$ cat src/rtl/obj_tile_fetcher.sv
// OBJ tile fetch engine: walks the next-line sprite list during H-blank and
// writes 4bpp bitplane slices into the line-renderer OBJ tile buffer.
package obj_pkg;
    typedef struct packed {
        logic [8:0] x;
        logic [5:0] fine_y;
        logic [8:0] tile_index;
        logic [2:0] size_x;
        logic [7:0] tile_exist;
        logic       x_flip;
        logic [3:0] palette;
        logic [1:0] prior;
    } obj_next_list_type;

    typedef struct packed {
        logic [8:0] x;
        logic [7:0] pixels_3;
        logic [7:0] pixels_2;
        logic [7:0] pixels_1;
        logic [7:0] pixels_0;
        logic [3:0] palette;
        logic [1:0] prior;
    } obj_type;
endpackage

module obj_tile_fetcher
    import obj_pkg::*;
#(
    parameter int MAX_TILES  = 34,
    parameter int LIST_DEPTH = 32
) (
    input  logic                          clk,
    input  logic                          reset,
    input  logic                          start,
    input  logic [5:0]                    num_objs,
    input  logic [14:0]                   obj_base_addr,
    output logic [4:0]                    list_addr,
    input  logic [$bits(obj_next_list_type)-1:0] list_data,
    output logic                          vram_req,
    output logic [14:0]                   vram_addr,
    input  logic                          vram_ack,
    input  logic [15:0]                   vram_rdata,
    output logic                          tile_we,
    output logic [5:0]                    tile_waddr,
    output logic [$bits(obj_type)-1:0]    tile_wdata,
    output logic [5:0]                    tile_count,
    output logic                          time_over,
    output logic                          busy,
    output logic                          done
);

    typedef enum logic [2:0] {
        IDLE, LIST_RD, LIST_WAIT, SCAN, FETCH_LO, FETCH_HI, WRITE, FINISH
    } state_t;

    localparam logic [5:0] MAX_T   = 6'(MAX_TILES);
    localparam logic [5:0] DEPTH_T = 6'(LIST_DEPTH);

    state_t            state_q, state_d;
    logic [5:0]        entry_q, entry_d;
    logic [5:0]        num_q, num_d;
    logic [2:0]        col_q, col_d;
    obj_next_list_type ent_q, ent_d;
    logic [15:0]       plane01_q, plane01_d;
    logic              vram_req_q, vram_req_d;
    logic [14:0]       vram_addr_q, vram_addr_d;
    logic              tile_we_q, tile_we_d;
    logic [5:0]        tile_waddr_q, tile_waddr_d;
    obj_type           tile_wdata_q, tile_wdata_d;
    logic [5:0]        tile_count_q, tile_count_d;
    logic              time_over_q, time_over_d;
    logic              busy_q, busy_d;
    logic              done_q, done_d;

    logic [2:0]  src_col;
    logic [8:0]  tile_num;
    logic [14:0] row_addr;
    logic [5:0]  entry_nxt;
    logic        last_col;

    function automatic logic [7:0] flip8(input logic [7:0] b, input logic f);
        logic [7:0] r;
        for (int i = 0; i < 8; i++) r[i] = b[7-i];
        return f ? r : b;
    endfunction

    always_comb begin
        src_col  = ent_q.x_flip ? 3'(ent_q.size_x - col_q) : col_q;
        // Nibble adds wrap inside the 16x16 tile grid; bit 8 selects the bank.
        tile_num = {ent_q.tile_index[8],
                    4'(ent_q.tile_index[7:4] + {1'b0, ent_q.fine_y[5:3]}),
                    4'(ent_q.tile_index[3:0] + {1'b0, src_col})};
        row_addr = 15'(obj_base_addr + {2'b0, tile_num, 4'b0}
                       + {12'b0, ent_q.fine_y[2:0]});
        entry_nxt = entry_q + 6'd1;
        last_col  = (col_q >= ent_q.size_x);
    end

    always_comb begin
        state_d      = state_q;
        entry_d      = entry_q;
        num_d        = num_q;
        col_d        = col_q;
        ent_d        = ent_q;
        plane01_d    = plane01_q;
        vram_req_d   = vram_req_q;
        vram_addr_d  = vram_addr_q;
        tile_we_d    = 1'b0;
        tile_waddr_d = tile_waddr_q;
        tile_wdata_d = tile_wdata_q;
        tile_count_d = tile_count_q;
        time_over_d  = time_over_q;
        busy_d       = busy_q;
        done_d       = 1'b0;

        unique case (state_q)
            IDLE: begin
                if (start) begin
                    tile_count_d = '0;
                    time_over_d  = 1'b0;
                    entry_d      = '0;
                    busy_d       = 1'b1;
                    num_d        = (num_objs > DEPTH_T) ? DEPTH_T : num_objs;
                    state_d      = (num_objs == 6'd0) ? FINISH : LIST_RD;
                end
            end
            LIST_RD: state_d = LIST_WAIT;
            LIST_WAIT: begin
                ent_d   = obj_next_list_type'(list_data);
                col_d   = '0;
                state_d = SCAN;
            end
            SCAN: begin
                if (ent_q.tile_exist[col_q]) begin
                    if (tile_count_q == MAX_T) begin
                        time_over_d = 1'b1;
                        state_d     = FINISH;
                    end else begin
                        vram_req_d  = 1'b1;
                        vram_addr_d = row_addr;
                        state_d     = FETCH_LO;
                    end
                end else if (last_col) begin
                    entry_d = entry_nxt;
                    state_d = (entry_nxt == num_q) ? FINISH : LIST_RD;
                end else begin
                    col_d = col_q + 3'd1;
                end
            end
            FETCH_LO: begin
                if (vram_ack) begin
                    plane01_d   = vram_rdata;
                    vram_addr_d = vram_addr_q + 15'd8;
                    state_d     = FETCH_HI;
                end
            end
            FETCH_HI: begin
                if (vram_ack) begin
                    vram_req_d            = 1'b0;
                    tile_we_d             = 1'b1;
                    tile_waddr_d          = tile_count_q;
                    tile_wdata_d.x        = 9'(ent_q.x + {3'b0, col_q, 3'b0});
                    tile_wdata_d.pixels_0 = flip8(plane01_q[7:0], ent_q.x_flip);
                    tile_wdata_d.pixels_1 = flip8(plane01_q[15:8], ent_q.x_flip);
                    tile_wdata_d.pixels_2 = flip8(vram_rdata[7:0], ent_q.x_flip);
                    tile_wdata_d.pixels_3 = flip8(vram_rdata[15:8], ent_q.x_flip);
                    tile_wdata_d.palette  = ent_q.palette;
                    tile_wdata_d.prior    = ent_q.prior;
                    state_d               = WRITE;
                end
            end
            WRITE: begin
                tile_count_d = tile_count_q + 6'd1;
                if (last_col) begin
                    entry_d = entry_nxt;
                    state_d = (entry_nxt == num_q) ? FINISH : LIST_RD;
                end else begin
                    col_d   = col_q + 3'd1;
                    state_d = SCAN;
                end
            end
            FINISH: begin
                done_d  = 1'b1;
                busy_d  = 1'b0;
                state_d = IDLE;
            end
            default: state_d = IDLE;
        endcase
    end

    always_ff @(posedge clk) begin
        if (reset) begin
            state_q      <= IDLE;
            entry_q      <= '0;
            num_q        <= '0;
            col_q        <= '0;
            ent_q        <= '0;
            plane01_q    <= '0;
            vram_req_q   <= 1'b0;
            vram_addr_q  <= '0;
            tile_we_q    <= 1'b0;
            tile_waddr_q <= '0;
            tile_wdata_q <= '0;
            tile_count_q <= '0;
            time_over_q  <= 1'b0;
            busy_q       <= 1'b0;
            done_q       <= 1'b0;
        end else begin
            state_q      <= state_d;
            entry_q      <= entry_d;
            num_q        <= num_d;
            col_q        <= col_d;
            ent_q        <= ent_d;
            plane01_q    <= plane01_d;
            vram_req_q   <= vram_req_d;
            vram_addr_q  <= vram_addr_d;
            tile_we_q    <= tile_we_d;
            tile_waddr_q <= tile_waddr_d;
            tile_wdata_q <= tile_wdata_d;
            tile_count_q <= tile_count_d;
            time_over_q  <= time_over_d;
            busy_q       <= busy_d;
            done_q       <= done_d;
        end
    end

    assign list_addr  = entry_q[4:0];
    assign vram_req   = vram_req_q;
    assign vram_addr  = vram_addr_q;
    assign tile_we    = tile_we_q;
    assign tile_waddr = tile_waddr_q;
    assign tile_wdata = tile_wdata_q;
    assign tile_count = tile_count_q;
    assign time_over  = time_over_q;
    assign busy       = busy_q;
    assign done       = done_q;

endmodule

$ cat config.mk
export PLATFORM = sky130hd
export DESIGN_NAME = obj_tile_fetcher
export DESIGN_NICKNAME = d
export VERILOG_FILES = /design/src/rtl/obj_tile_fetcher.sv
export SDC_FILE = /design/constraint.sdc
export NUM_CORES = 1
export LEC_CHECK = 0
export CAP_MARGIN = 20
export CORE_UTILIZATION = 40
export CTS_BUF_LIST = sky130_fd_sc_hd__clkbuf_16
export DETAILED_ROUTE_END_ITERATION = 8
export PLACE_DENSITY = 0.68
export RECOVER_POWER = 25
export SYNTH_ARGS = -nofsm -noshare
export SYNTH_HDL_FRONTEND = slang
export SYNTH_SLANG_ARGS = --single-unit
$ cat constraint.sdc
create_clock -name clk -period 4.4 [get_ports clk]
set_input_delay 0.66 -clock clk [delete_from_list [all_inputs] [get_ports clk]]
set_output_delay 0.66 -clock clk [all_outputs]
set_load 0.02 [all_outputs]
Word-level counts from Yosys, hierarchy flattened
Cells that the tools add are included.

operators by class
  add/sub/neg operators = 10
  magnitude comparators = 3
  equal/unequal tests = 17
  muxes and demuxes = 42
  bitwise logic cells = 1
  reductions and logical operators = 21

operator list
  operator                                                          count
  15-bit 2-to-1 mux                                                 3
  3-bit 2-to-1 mux                                                  11
  8-bit 2-to-1 mux                                                  4
  15-bit case mux with 2 select lines                               1
  6-bit 2-to-1 mux                                                  4
  3-bit case mux with 8 select lines                                1
  6-bit case mux with 3 select lines                                1
  4-bit AND reduction                                               4
  15-bit by 13-bit adder with 15-bit output                         1
  15-bit by 3-bit adder with 15-bit output                          1
  15-bit by 4-bit adder with 15-bit output (second input constant)  1
  2-bit inequality test (second input constant)                     7
  6-bit by 1-bit adder with 6-bit output (second input constant)    2
  3-bit == test (second input constant)                             4
  6-bit case mux with 2 select lines                                1
  2-bit AND reduction                                               6
  1-bit 2-to-1 mux                                                  10
  2-bit nonzero test                                                5
  9-bit by 6-bit adder with 9-bit output                            1
  3-bit case mux with 3 select lines                                1
  4-bit by 3-bit adder with 4-bit output                            2
  3-bit by 2-bit == test with 1-bit output (second input constant)  2
  6-bit == test                                                     1
  6-bit == test (second input constant)                             1
  16 further kinds                                                  19

word-level totals
  flip-flop bits (word level) = 155
  input bits = 83

Longest topological paths before layout
Gate-level depths: netlist of run 1.

  word-level depth = 8
  mapped depth = 17

Worst setup path after synthesis of run 1
No wires, ideal clock.

  kind = reg2reg
  start = register col_q[0]
  end = register vram_addr_q[13] (netlist: vram_addr[13])
  data arrival time = 3.573 ns
  path slack = 0.687 ns
  stages on the path, launching flop included = 17
  buffers on the path = 0
  clock period less this slack = 3.713 ns
  path through = dfxtp_1 -> ha_1 -> inv_1 -> fa_1 -> nand2_1 -> o21ai_0 -> ha_1 -> a21o_1 -> a21oi_1 -> xnor2_1 -> ha_1 -> and2_1 -> a221o_1 -> a32oi_1 -> mux2i_1 -> o311a_1 -> o32ai_1

on the way
  longest elaborated chain between the ends = 8
  elaborated cells on any way between the ends = 12

ends and longest elaborated chain
  item                                       line  RTL
  from (decl)                                62    logic [2:0] col_q, col_d;
  from (signal assigned)                     212   col_q <= col_d;
  3-bit subtractor                           88    src_col = ent_q.x_flip ? 3'(ent_q.size_x - col_q) : col_q;
  3-bit 2-to-1 mux                           88
  4-bit by 3-bit adder with 4-bit output     92    4'(ent_q.tile_index[3:0] + {1'b0, src_col})};
  15-bit by 13-bit adder with 15-bit output  93    row_addr = 15'(obj_base_addr + {2'b0, tile_num, 4'b0}
  15-bit by 3-bit adder with 15-bit output   94    + {12'b0, ent_q.fine_y[2:0]});
  15-bit 2-to-1 mux                          135   if (tile_count_q == MAX_T) begin
  15-bit 2-to-1 mux                          134   if (ent_q.tile_exist[col_q]) begin
  15-bit case mux with 2 select lines        116   unique case (state_q)
  to (signal assigned)                       216   vram_addr_q <= vram_addr_d;
  to (decl)                                  66    logic [14:0] vram_addr_q, vram_addr_d;

Several ways; a longest one is shown, not always the timed one. The select of a mux whose other input is x is not followed.
A chain may end at the register's enable or synchronous reset.

Worst setup path after layout of run 1
  start = register col_q[1]
  end = register vram_addr_q[13] (netlist: vram_addr[13])

The elaborated chain is that of the path after synthesis.

==> results of run 1 <==
[flip-flops by register name, indices dropped and copies added, names as in the netlist]
name / cells
tile_wdata: 47
ent_q: 42
plane01_q: 16
vram_addr: 15
entry_q: 6
num_q: 6
tile_count: 6
tile_waddr: 6
col_q: 3
state_q: 3
busy: 1
done: 1
tile_we: 1
time_over: 1
vram_req: 1
[cells in the mapped netlist (all sizes together), types with 3 or more instances]
cell type	instances	area, um^2
nor3b	7	52.6
xnor2	13	114
a211o	4	35.0
inv	18	67.6
a21oi	121	606
clkbuf	49	184
buf	12	67.6
ha	29	363
dfxtp	155	3100
and3	7	43.8
nand4	6	37.5
o21ai	34	170
a311oi	3	26.3
nor2	79	297
nand2	187	702
a21o	9	67.6
xor2	11	96.3
nor2b	5	31.3
nor3	18	90.1
nor4	3	18.8
a211oi	41	313
a31oi	7	43.8
nand3b	3	22.5
fa	5	100
mux2i	35	350
nand3	23	115
or3	6	37.5
nand2b	3	18.8
[power groups by stage]
| stage | logic, mW | registers [mW] | clock network, mW |
|---|---|---|---|
| after global placement | 0.460 | 1.51 | 0 |
| after floorplan | 0.289 | 1.50 | 0 |
| final | 0.464 | 1.48 | 1.41 |
| after global routing | 0.511 | 1.49 | 1.50 |
| after CTS | 0.463 | 1.48 | 1.44 |
| after detailed placement | 0.460 | 1.51 | 0 |
[kinds of logic after synthesis]
| family | Yosys count | synth area share [%] |
|---|---|---|
| AOI/OAI and AO/OA | 247 | 19.9 |
| xor gates and xnor gates | 24 | 2.78 |
| muxes | 38 | 5.38 |
| DFF | 155 | 41.0 |
| adders and majority gates | 34 | 6.12 |
| and+or+nand+nor | 357 | 20.5 |
| buffers and inverters | 81 | 4.32 |
[metal layers]
metal	vias up	track usage, %
met4	0	7.02
met2	146	34.0
met1	3255	27.5
met3	22	4.54
li1	3544	-
met5	-	0
[final cells by class]
| cell class | count | area, um^2 |
|---|---|---|
| clock inverters | 15 | 139 |
| repair buffers | 175 | 1740 |
| inverters | 20 | 75.1 |
| well taps | 229 | 287 |
| clock buffers | 17 | 425 |
| multi-input cells | 700 | 4150 |
| fillers | 1725 | 8350 |
| flip-flops and latches | 155 | 3100 |
[critical path, delay by kind of cell (launching register included)]
| kind | cells | cell delay [ns] |
|---|---|---|
| AO/OA/AOI/OAI | 7 | 1.35 |
| XOR/XNOR | 1 | 0.14 |
| adder cells (fa/ha/maj) | 3 | 1.17 |
| buffers and inverters | 1 | 0.17 |
| flip-flops | 1 | 0.45 |
| multiplexers | 1 | 0.24 |
| AND/OR/NAND/NOR | 2 | 0.25 |
[cells in the final DEF (no fill, tap or decap), types with 20 or more instances in the layout]
cell and n:
nand3_1 23, mux2i_1 35, clkdlybuf4s50_1 127, ha_1 29
dfxtp_1 154, a211oi_1 40, nor2_1 79, nand2_1 187
o21ai_0 20, dlygate4sd3_1 38, a21oi_1 121
[path summary, 6_finish.rpt]
kind | to | cells past startpoint | slack [ns] | startpoint
max | vram_addr[13] | 15 | 0.47 | col_q[1]
min | tile_wdata[4] | 2 | 0.45 | ent_q[4]
max reg2reg | vram_addr[13] | 15 | 0.47 | col_q[1]
min reg2reg | tile_wdata[4] | 2 | 0.45 | ent_q[4]
[per-stage QoR]
stage,util [%],setup slack [ns],cells,hold slack (ns)
after floorplan,-,0.687,936,0.432
after global placement,51.2,0.570,1278,0.436
after detailed placement,51.2,0.519,1278,0.443
after CTS,54.3,0.498,1310,0.452
after global routing,54.3,0.162,1311,0.470
final,54.3,0.466,1311,0.447
==> results.sh, run 1 <==
export IMPL_crit_path_start_kind="flop"
export IMPL_ctsResizeCount=0
export IMPL_initial_core_util_pct=41.4
export IMPL_ys_ff_latch=155
export IMPL_required_ns=4.65
export IMPL_drtPass1Iterations=5
export IMPL_power_switching_uw=917
export IMPL_clkLatencyLatePin_ns=0.43
export IMPL_crit_type="flop to flop"
export IMPL_pwr_share_clk_pct=42.0
export IMPL_pin_count=167
export IMPL_wl_mm=20.3
export IMPL_p_seq_share_pct=44.2
export IMPL_switching_share_pct=27.4
export IMPL_finalInstanceArea_mm2=0.00992
export IMPL_drc=0
export IMPL_syn_area_mm2=0.00756
export IMPL_dp_hpwl_mm=14.4
export IMPL_track_usage_pct=21.0
export IMPL_final_hold_viol_count=0
export IMPL_numCtsBuffers=17
export IMPL_dieArea_mm2=0.0195
export IMPL_p_int_mw=2.43
export IMPL_async_flop_share_pct=0
export IMPL_crit_top_cell="ha_1"
export IMPL_critPathArrivalTime_ns=4.18
export IMPL_ys_seq_area_share_pct=41.0
export IMPL_slowest_stage="fa_1"
export IMPL_place_area_mm2=0.00935
export IMPL_cts_sinks=155
export IMPL_portBuffers=166
export IMPL_grt_pass1_vias=6465
export IMPL_timing_fmax_mhz=254
export IMPL_diodes=0
export IMPL_path_clk_slew_ns=0.06
export IMPL_core_area_mm2=0.0183
export IMPL_tns_ns=0
export IMPL_drt_initial_drc_count=377
export IMPL_syn_avg_cell_area_um2=8.08
export IMPL_worstPathMaxFanout=6
export IMPL_fin_skew_ns=0.0129
export IMPL_ir_drop_mv=0.276
export IMPL_drv_slew=149
export IMPL_gr_total_overflow=0
export IMPL_row_count=49
export IMPL_top_layer_used="met4"
export IMPL_leakagePower_nw=3.57
export IMPL_synth_edf_count=0
export IMPL_holdCritPathClass="flop to flop"
export IMPL_antenna_found_initial=0
export IMPL_synth_cells=936
export IMPL_violations="max-capacitance violations, max-slew violations"
export IMPL_drt_met1_wl_mm=9.69
export IMPL_layout_drive_gt1_share_pct=4.81
export IMPL_syn_num_nets=1053
export IMPL_ys_warnings_count=0
export IMPL_synth_ff_type="dfxtp_1"
export IMPL_cts_root_buf="clkbuf_16"
export IMPL_setup_violations=0
export IMPL_vias=6967
export IMPL_totalPowerFinal_mw=3.35
export IMPL_cts_setup_buffers=0
export IMPL_die_h_um=140
export IMPL_end_kind="flop"
export IMPL_wl_per_cell_um=15.4
export IMPL_die_w_um=140
export IMPL_grt_max_degree=79
export IMPL_htree_levels=4
export IMPL_clk_path_buf_depth=2
export IMPL_finalCriticalPeriod_ns=3.93
export IMPL_drtAntennaViolNets=0
export IMPL_wl_met3_um=739
export IMPL_cts_tree="yes"
export IMPL_grt_pass1_wl_mm=32.8
export IMPL_wl_met2_mm=9.48
export IMPL_place_congestion=0.876
export IMPL_status="finished with violations"
export IMPL_p_comb_share_pct=13.9
export IMPL_period_share_pct=89.4
export IMPL_cts_hold_buf=0
export IMPL_rsz0062_at_grt="no"
export IMPL_crit_chain="inv_1, fa_1, nand2_1, o21ai_0, ha_1, a21o_1, a21oi_1, xnor2_1, ha_1, and2_1, a221o_1, a32oi_1, mux2i_1, o311a_1, o32ai_1"
export IMPL_fin_nets=1186
export IMPL_max_slew_worst_pin_slew_ns=1.61
export IMPL_slew_headroom_pct=-7.19
export IMPL_p_per_area_mw_per_mm2=338
export IMPL_via_per_inst=5.31
export IMPL_timing_max_cap_violations=2
export IMPL_synth_distinct_cells=66
export IMPL_areaGrowthSynthToFinish_pct=31.2
export IMPL_cpPeakStageDelay_ns=0.56
(Power assumes the default switching activity.)
==> run 2, diff against run 1 <==
--- a/config.mk
+++ b/config.mk
@@ -9,8 +9,10 @@
 export CORE_UTILIZATION = 40
 export CTS_BUF_LIST = sky130_fd_sc_hd__clkbuf_16
 export DETAILED_ROUTE_END_ITERATION = 8
-export PLACE_DENSITY = 0.68
+export GPL_ROUTABILITY_DRIVEN = 0
+export PLACE_DENSITY = 0.7
 export RECOVER_POWER = 25
+export SKIP_LAST_GASP = 1
 export SYNTH_ARGS = -nofsm -noshare
 export SYNTH_HDL_FRONTEND = slang
 export SYNTH_SLANG_ARGS = --single-unit
==> constraint.sdc (replaced) <==
create_clock -name clk -period 3.4 [get_ports clk]
set_input_delay 0.51 -clock clk [delete_from_list [all_inputs] [get_ports clk]]
set_output_delay 0.51 -clock clk [all_outputs]
set_load 0.02 [all_outputs]
==> run 2 against run 1 <==
  * The run ends with negative setup slack left
  * Count of clock-buffer cells in the layout is the same
  * Clock power increased by 36%
  * Worst hold slack better by 0.0057 ns
  * Sequential share of layout area decreased by 0.53 points
  * Final cell count up 0.92%
  * Via count grew 1.6%
==> results.sh, run 2 (synthesis gave the netlist of run 1 again) <==
export IMPL_vias=7080
export IMPL_portBuffers=166
export IMPL_cts_tree="yes"
export IMPL_rsz0062_at_grt="yes"
export IMPL_totalPowerFinal_mw=4.47
export IMPL_grt_pass1_vias=6474
export IMPL_drc=0
export IMPL_cts_hold_buf=0
export IMPL_cts_sinks=155
export IMPL_setup_slack_ns=-0.0776
export IMPL_grt_pass1_wl_mm=32.9
export IMPL_crit_chain="inv_2, ha_4, inv_2, fa_1, nand2_1, o21ai_2, ha_1, a21o_1, a21oi_2, xnor2_1, ha_1, and2_4, a221o_1, a32oi_2, mux2i_1, o311a_1, o32ai_1"
export IMPL_crit_type="flop to flop"
export IMPL_final_common_cell="nand2_1"
export IMPL_initial_core_util_pct=41.4
export IMPL_fin_nets=1198
export IMPL_hold_depth=2
export IMPL_stdcell_count=1323
export IMPL_slew_headroom_pct=35.3
export IMPL_ff2ff_path_depth=17
export IMPL_timing_max_cap_violations=0
export IMPL_clk_path_buf_depth=2
export IMPL_slowest_stage="fa_1"
export IMPL_required_ns=3.70
export IMPL_wl_mm=20.1
export IMPL_drt_initial_drc_count=435
export IMPL_hold_end="vram_addr[0]"
export IMPL_path_clk_slew_ns=0.07
export IMPL_dieArea_mm2=0.0195
export IMPL_drv_slew=0
export IMPL_cts_root_buf="clkbuf_16"
export IMPL_drtAntennaViolNets=0
export IMPL_p_per_area_mw_per_mm2=442
export IMPL_max_slew_worst_pin_slew_ns=0.958
export IMPL_clkLatencyLatePin_ns=0.43
export IMPL_drtPass1Iterations=5
export IMPL_numCtsBuffers=17
export IMPL_critPathArrivalTime_ns=3.78
export IMPL_setup_violations=2
export IMPL_hold_slack_ns=0.453
export IMPL_holdCritPathClass="flop to flop"
export IMPL_antenna_found_initial=0
export IMPL_grt_max_degree=70
export IMPL_finalCriticalPeriod_ns=3.48
export IMPL_reg2reg_setup_slack_ns=-0.08
export IMPL_timing_fmax_mhz=288
export IMPL_worstPathMaxFanout=3
export IMPL_core_area_mm2=0.0183
export IMPL_layout_drive_gt1_share_pct=7.40
export IMPL_gr_total_overflow=0
export IMPL_violations="negative setup slack"
export IMPL_htree_levels=4
export IMPL_crit_path_start_kind="flop"
export IMPL_cp_top_family="compound AO/OA/AOI/OAI gates"
export IMPL_dp_hpwl_mm=14.3
export IMPL_areaGrowthSynthToFinish_pct=33.7
export IMPL_track_usage_pct=21.1
export IMPL_die_h_um=140
export IMPL_end_kind="flop"
export IMPL_worstReg2RegStart="ent_q[15]"
export IMPL_leakagePower_nw=3.74
export IMPL_cpPeakStageDelay_ns=0.47
export IMPL_mostFrequentLayoutCells="nand2_1, dfxtp_1, a21oi_1, clkdlybuf4s50_1, nor2_1"
export IMPL_utilization_pct=55.3
export IMPL_status="finished with violations"
export IMPL_final_hold_viol_count=0
export IMPL_hp_start="vram_addr[0]"
export IMPL_critPathBufInv=2
export IMPL_diodes=0
export IMPL_row_count=49
export IMPL_fillCellCount=1714
export IMPL_via_per_inst=5.35
export IMPL_pin_count=167
export IMPL_die_w_um=140
export IMPL_wl_per_cell_um=15.2
export IMPL_dp_cells=1287
export IMPL_reg2reg_to="vram_addr[13]"
export IMPL_ir_drop_mv=0.347
export IMPL_period_share_pct=102
export IMPL_largest_reg_flops=47
export IMPL_fin_skew_ns=0.00763
run 2: cell count changes in the layout (fill, tap and decap cells not counted), moves of 3 or more:
| cell | previous run | this run |
|---|---|---|
| buf_4 | 5 | 20 |
| dlygate4sd3_1 | 38 | 57 |
| dfxtp_1 | 154 | 151 |
| inv_6 | 4 | 7 |
| inv_2 | 1 | 4 |
| inv_8 | 1 | 4 |
| clkinv_4 | 3 | 0 |
| inv_1 | 17 | 14 |
| clkdlybuf4s50_1 | 127 | 108 |
run 2: cell type report:
class | count | area, um^2 | share of cell area [%]
clock buffers | 17 | 425 | 4.21
clock inverters | 15 | 166 | 1.65
inverters | 20 | 75.1 | 0.742
multi-input cells | 700 | 4210 | 41.6
flip-flops and latches | 155 | 3110 | 30.8
well taps | 229 | 287 | 2.83
repair buffers | 187 | 1840 | 18.2
run 2: worst max-delay path by stage:
| stage | depth (start not counted) | endpoint | from |
|---|---|---|---|
| 2_1_floorplan | 16 | vram_addr[13] | col_q[0] |
| 3_3_place_gp | 17 | vram_addr[13] | ent_q[15] |
| 3_5_place_dp | 17 | vram_addr[13] | ent_q[15] |
| 4_1_cts | 17 | vram_addr[13] | ent_q[15] |
| 5_1_grt | 17 | vram_addr[13] | ent_q[15] |
| 6_report | 17 | vram_addr[13] | ent_q[15] |
run 2: layer usage:
layer  wire length, um  up-vias  track usage, %
met5                 0        -               0
met4               461        0            9.65
met3               826       25            3.54
met2              9530      187            33.8
met1              9320     3292            27.6
li1                  -     3576               -
run 2: per-stage QoR:
step / setup slack, ns / instance area [um^2] / TNS (ns)
4_1_cts: -0.0566 / 10100 / -0.0566
2_1_floorplan: 0.00684 / 7600 / 0
3_3_place_gp: -0.0233 / 9460 / -0.0233
5_1_grt: -0.209 / 10100 / -0.584
6_report: -0.0776 / 10100 / -0.0898
3_5_place_dp: -0.111 / 9460 / -0.199
run 2: worst min-delay path: stages (launching register included):
cell     delay [ns]
dfxtp_1        0.31
nand2_1        0.05
a21oi_1        0.05
run 2: timing repair:
action                                  4_1_cts  5_1_grt
gates resized for setup                       5        5
pin swaps                                     9       16
setup buffers                                 2        2
endpoints found under the setup margin        4        6
run 2: power breakdown:
| group | internal [mW] | total, mW | switching [mW] |
|---|---|---|---|
| clock network | 1.05 | 1.92 | 0.871 |
| logic | 0.289 | 0.633 | 0.344 |
| registers | 1.86 | 1.91 | 0.0490 |
==> run 3, diff against run 2 <==
--- a/config.mk
+++ b/config.mk
@@ -10,6 +10,7 @@
 export CTS_BUF_LIST = sky130_fd_sc_hd__clkbuf_16
 export DETAILED_ROUTE_END_ITERATION = 8
 export GPL_ROUTABILITY_DRIVEN = 0
+export GPL_TIMING_DRIVEN = 0
 export PLACE_DENSITY = 0.7
 export RECOVER_POWER = 25
 export SKIP_LAST_GASP = 1
==> run 3 against run 2 <==
  * The run still ends with negative setup slack left
  * Final cell count increased by 3.4%
  * Die area stayed put
  * Clock skew increased by 0.0013 ns
  * Largest power group unchanged
  * Highest routed layer unchanged
==> results.sh, run 3 (synthesis gave the netlist of run 1 again) <==
export IMPL_wl_per_cell_um=16.4
export IMPL_finalCriticalPeriod_ns=3.56
export IMPL_slew_headroom_pct=35.0
export IMPL_numCtsBuffers=17
export IMPL_stdcell_count=1368
export IMPL_required_ns=3.69
export IMPL_status="finished with violations"
export IMPL_grt_pass1_vias=6970
export IMPL_setup_slack_ns=-0.165
export IMPL_gr_total_overflow=0
export IMPL_crit_path_start_kind="flop"
export IMPL_setup_violations=5
export IMPL_final_common_cell="nand2_1"
export IMPL_drt_initial_drc_count=495
export IMPL_dieArea_mm2=0.0195
export IMPL_core_area_mm2=0.0183
export IMPL_max_slew_worst_pin_slew_ns=0.972
export IMPL_worstPathMaxFanout=2
export IMPL_period_share_pct=105
export IMPL_die_h_um=140
export IMPL_areaGrowthSynthToFinish_pct=36.4
export IMPL_p_int_mw=3.45
export IMPL_track_usage_pct=23.6
export IMPL_timing_fmax_mhz=281
export IMPL_antenna_found_initial=0
export IMPL_row_count=49
export IMPL_layout_drive_gt1_share_pct=6.50
export IMPL_p_seq_share_pct=41.1
export IMPL_rsz0062_at_grt="yes"
export IMPL_final_hold_viol_count=0
export IMPL_p_per_area_mw_per_mm2=450
export IMPL_drtAntennaViolNets=0
export IMPL_fin_skew_ns=0.00894
export IMPL_power_switching_mw=1.19
export IMPL_end_kind="flop"
export IMPL_portBuffers=166
export IMPL_die_w_um=140
export IMPL_leakagePower_nw=3.78
export IMPL_drtPass1Iterations=8
export IMPL_mostFrequentLayoutCells="nand2_1, dfxtp_1, a21oi_1, clkdlybuf4s50_1, nor2_1"
export IMPL_pwr_share_clk_pct=44.2
export IMPL_violations="negative setup slack"
export IMPL_crit_type="flop to flop"
export IMPL_wl_mm=22.5
export IMPL_vias=7384
export IMPL_via_per_inst=5.40
export IMPL_drv_slew=0
export IMPL_finalInstanceArea_mm2=0.0103
export IMPL_fin_nets=1244
export IMPL_grt_pass1_wl_mm=36.1
export IMPL_reg2reg_setup_slack_ns=-0.16
export IMPL_critPathArrivalTime_ns=3.86
export IMPL_fillCellCount=1718
export IMPL_path_clk_slew_ns=0.06
export IMPL_clk_path_buf_depth=2
export IMPL_dp_cells=1332
export IMPL_timing_max_cap_violations=0
export IMPL_dpl_worst_slack_ns=-0.292
export IMPL_cts_sinks=155
export IMPL_htree_levels=4
export IMPL_cts_tree="yes"
export IMPL_tns_ns=-0.530
export IMPL_hold_slack_ns=0.447
export IMPL_dp_hpwl_mm=16.8
export IMPL_holdCritPathClass="flop to flop"
export IMPL_cts_root_buf="clkbuf_16"
export IMPL_largest_reg_flops=47
export IMPL_grt_max_degree=17
export IMPL_pin_count=167
export IMPL_place_area_mm2=0.00955
export IMPL_drc=0
export IMPL_p_comb_share_pct=14.7
export IMPL_initial_core_util_pct=41.4
export IMPL_clkLatencyLatePin_ns=0.44
export IMPL_diodes=0
export IMPL_switching_share_pct=25.6
export IMPL_ir_drop_mv=0.390
-- run 3: cell count changes in the layout (fill, tap and decap cells not counted), moves of 3 or more --
cell	previous run	this run
buf_4	20	10
buf_2	0	3
a21oi_1	119	116
buf_1	0	4
clkbuf_1	0	48
inv_8	4	0
inv_6	7	1
bufinv_16	1	5
-- run 3: through the flow --
| step | total power, mW | util (%) |
|---|---|---|
| after floorplan | 2.32 | - |
| after global placement | 2.57 | 52.2 |
| after detailed placement | 2.58 | 52.3 |
| after CTS | 4.63 | 56.0 |
| after global routing | 4.82 | 56.5 |
| final | 4.64 | 56.5 |
-- run 3: layout make-up --
class | instances | area [um^2] | area share, %
plain buffers | 60 | 248 | 2.40
clock buffers | 17 | 425 | 4.12
clock inverters | 14 | 204 | 1.98
inverters | 20 | 75.1 | 0.728
multi-input cells | 700 | 4250 | 41.1
flip-flops and latches | 155 | 3110 | 30.2
well taps | 229 | 287 | 2.78
repair buffers | 173 | 1720 | 16.7
-- run 3: power by group through the flow --
| stage | logic [mW] | clock network (mW) | registers [mW] |
|---|---|---|---|
| CTS | 0.650 | 2.07 | 1.91 |
| detailed placement | 0.632 | 0 | 1.95 |
| global placement | 0.624 | 0 | 1.94 |
| floorplan | 0.378 | 0 | 1.94 |
| global route | 0.747 | 2.16 | 1.91 |
| finish | 0.682 | 2.05 | 1.91 |
-- run 3: per-layer routing --
metal  up-vias  global-route usage, %  share of wire [%]
met5         -                      0                  0
met4         0                   10.3                3.2
met3        40                   4.23                5.0
met2       236                   38.0                 46
met1      3437                   31.0                 46
li1       3671                      -                  -
-- run 3: critical path: stages, from the launching register on --
cell	delay [ns]
dfxtp_2	0.33
inv_2	0.04
ha_4	0.15
inv_2	0.05
fa_1	0.39
nand2_1	0.09
o21ai_2	0.09
ha_1	0.31
a21o_1	0.16
a21oi_2	0.13
xnor2_1	0.14
ha_1	0.29
buf_6	0.13
o211ai_1	0.23
a21oi_2	0.09
a21o_1	0.20
or3_1	0.34
a31oi_1	0.17
o31ai_1	0.07
-- run 3: what timing repair did --
item	CTS	global route
resized for setup	8	17
buffers inserted	4	2
endpoints found under the setup margin	6	7
pin swaps	13	22
hold buffers	0	0
-- run 3: final timing paths --
check | startpoint | endpoint | depth (start not counted)
max | ent_q[15] | vram_addr[12] | 18
min | tile_wdata[43] | tile_wdata[43] | 2
max reg2reg | ent_q[15] | vram_addr[12] | 18
min reg2reg | tile_wdata[43] | tile_wdata[43] | 2
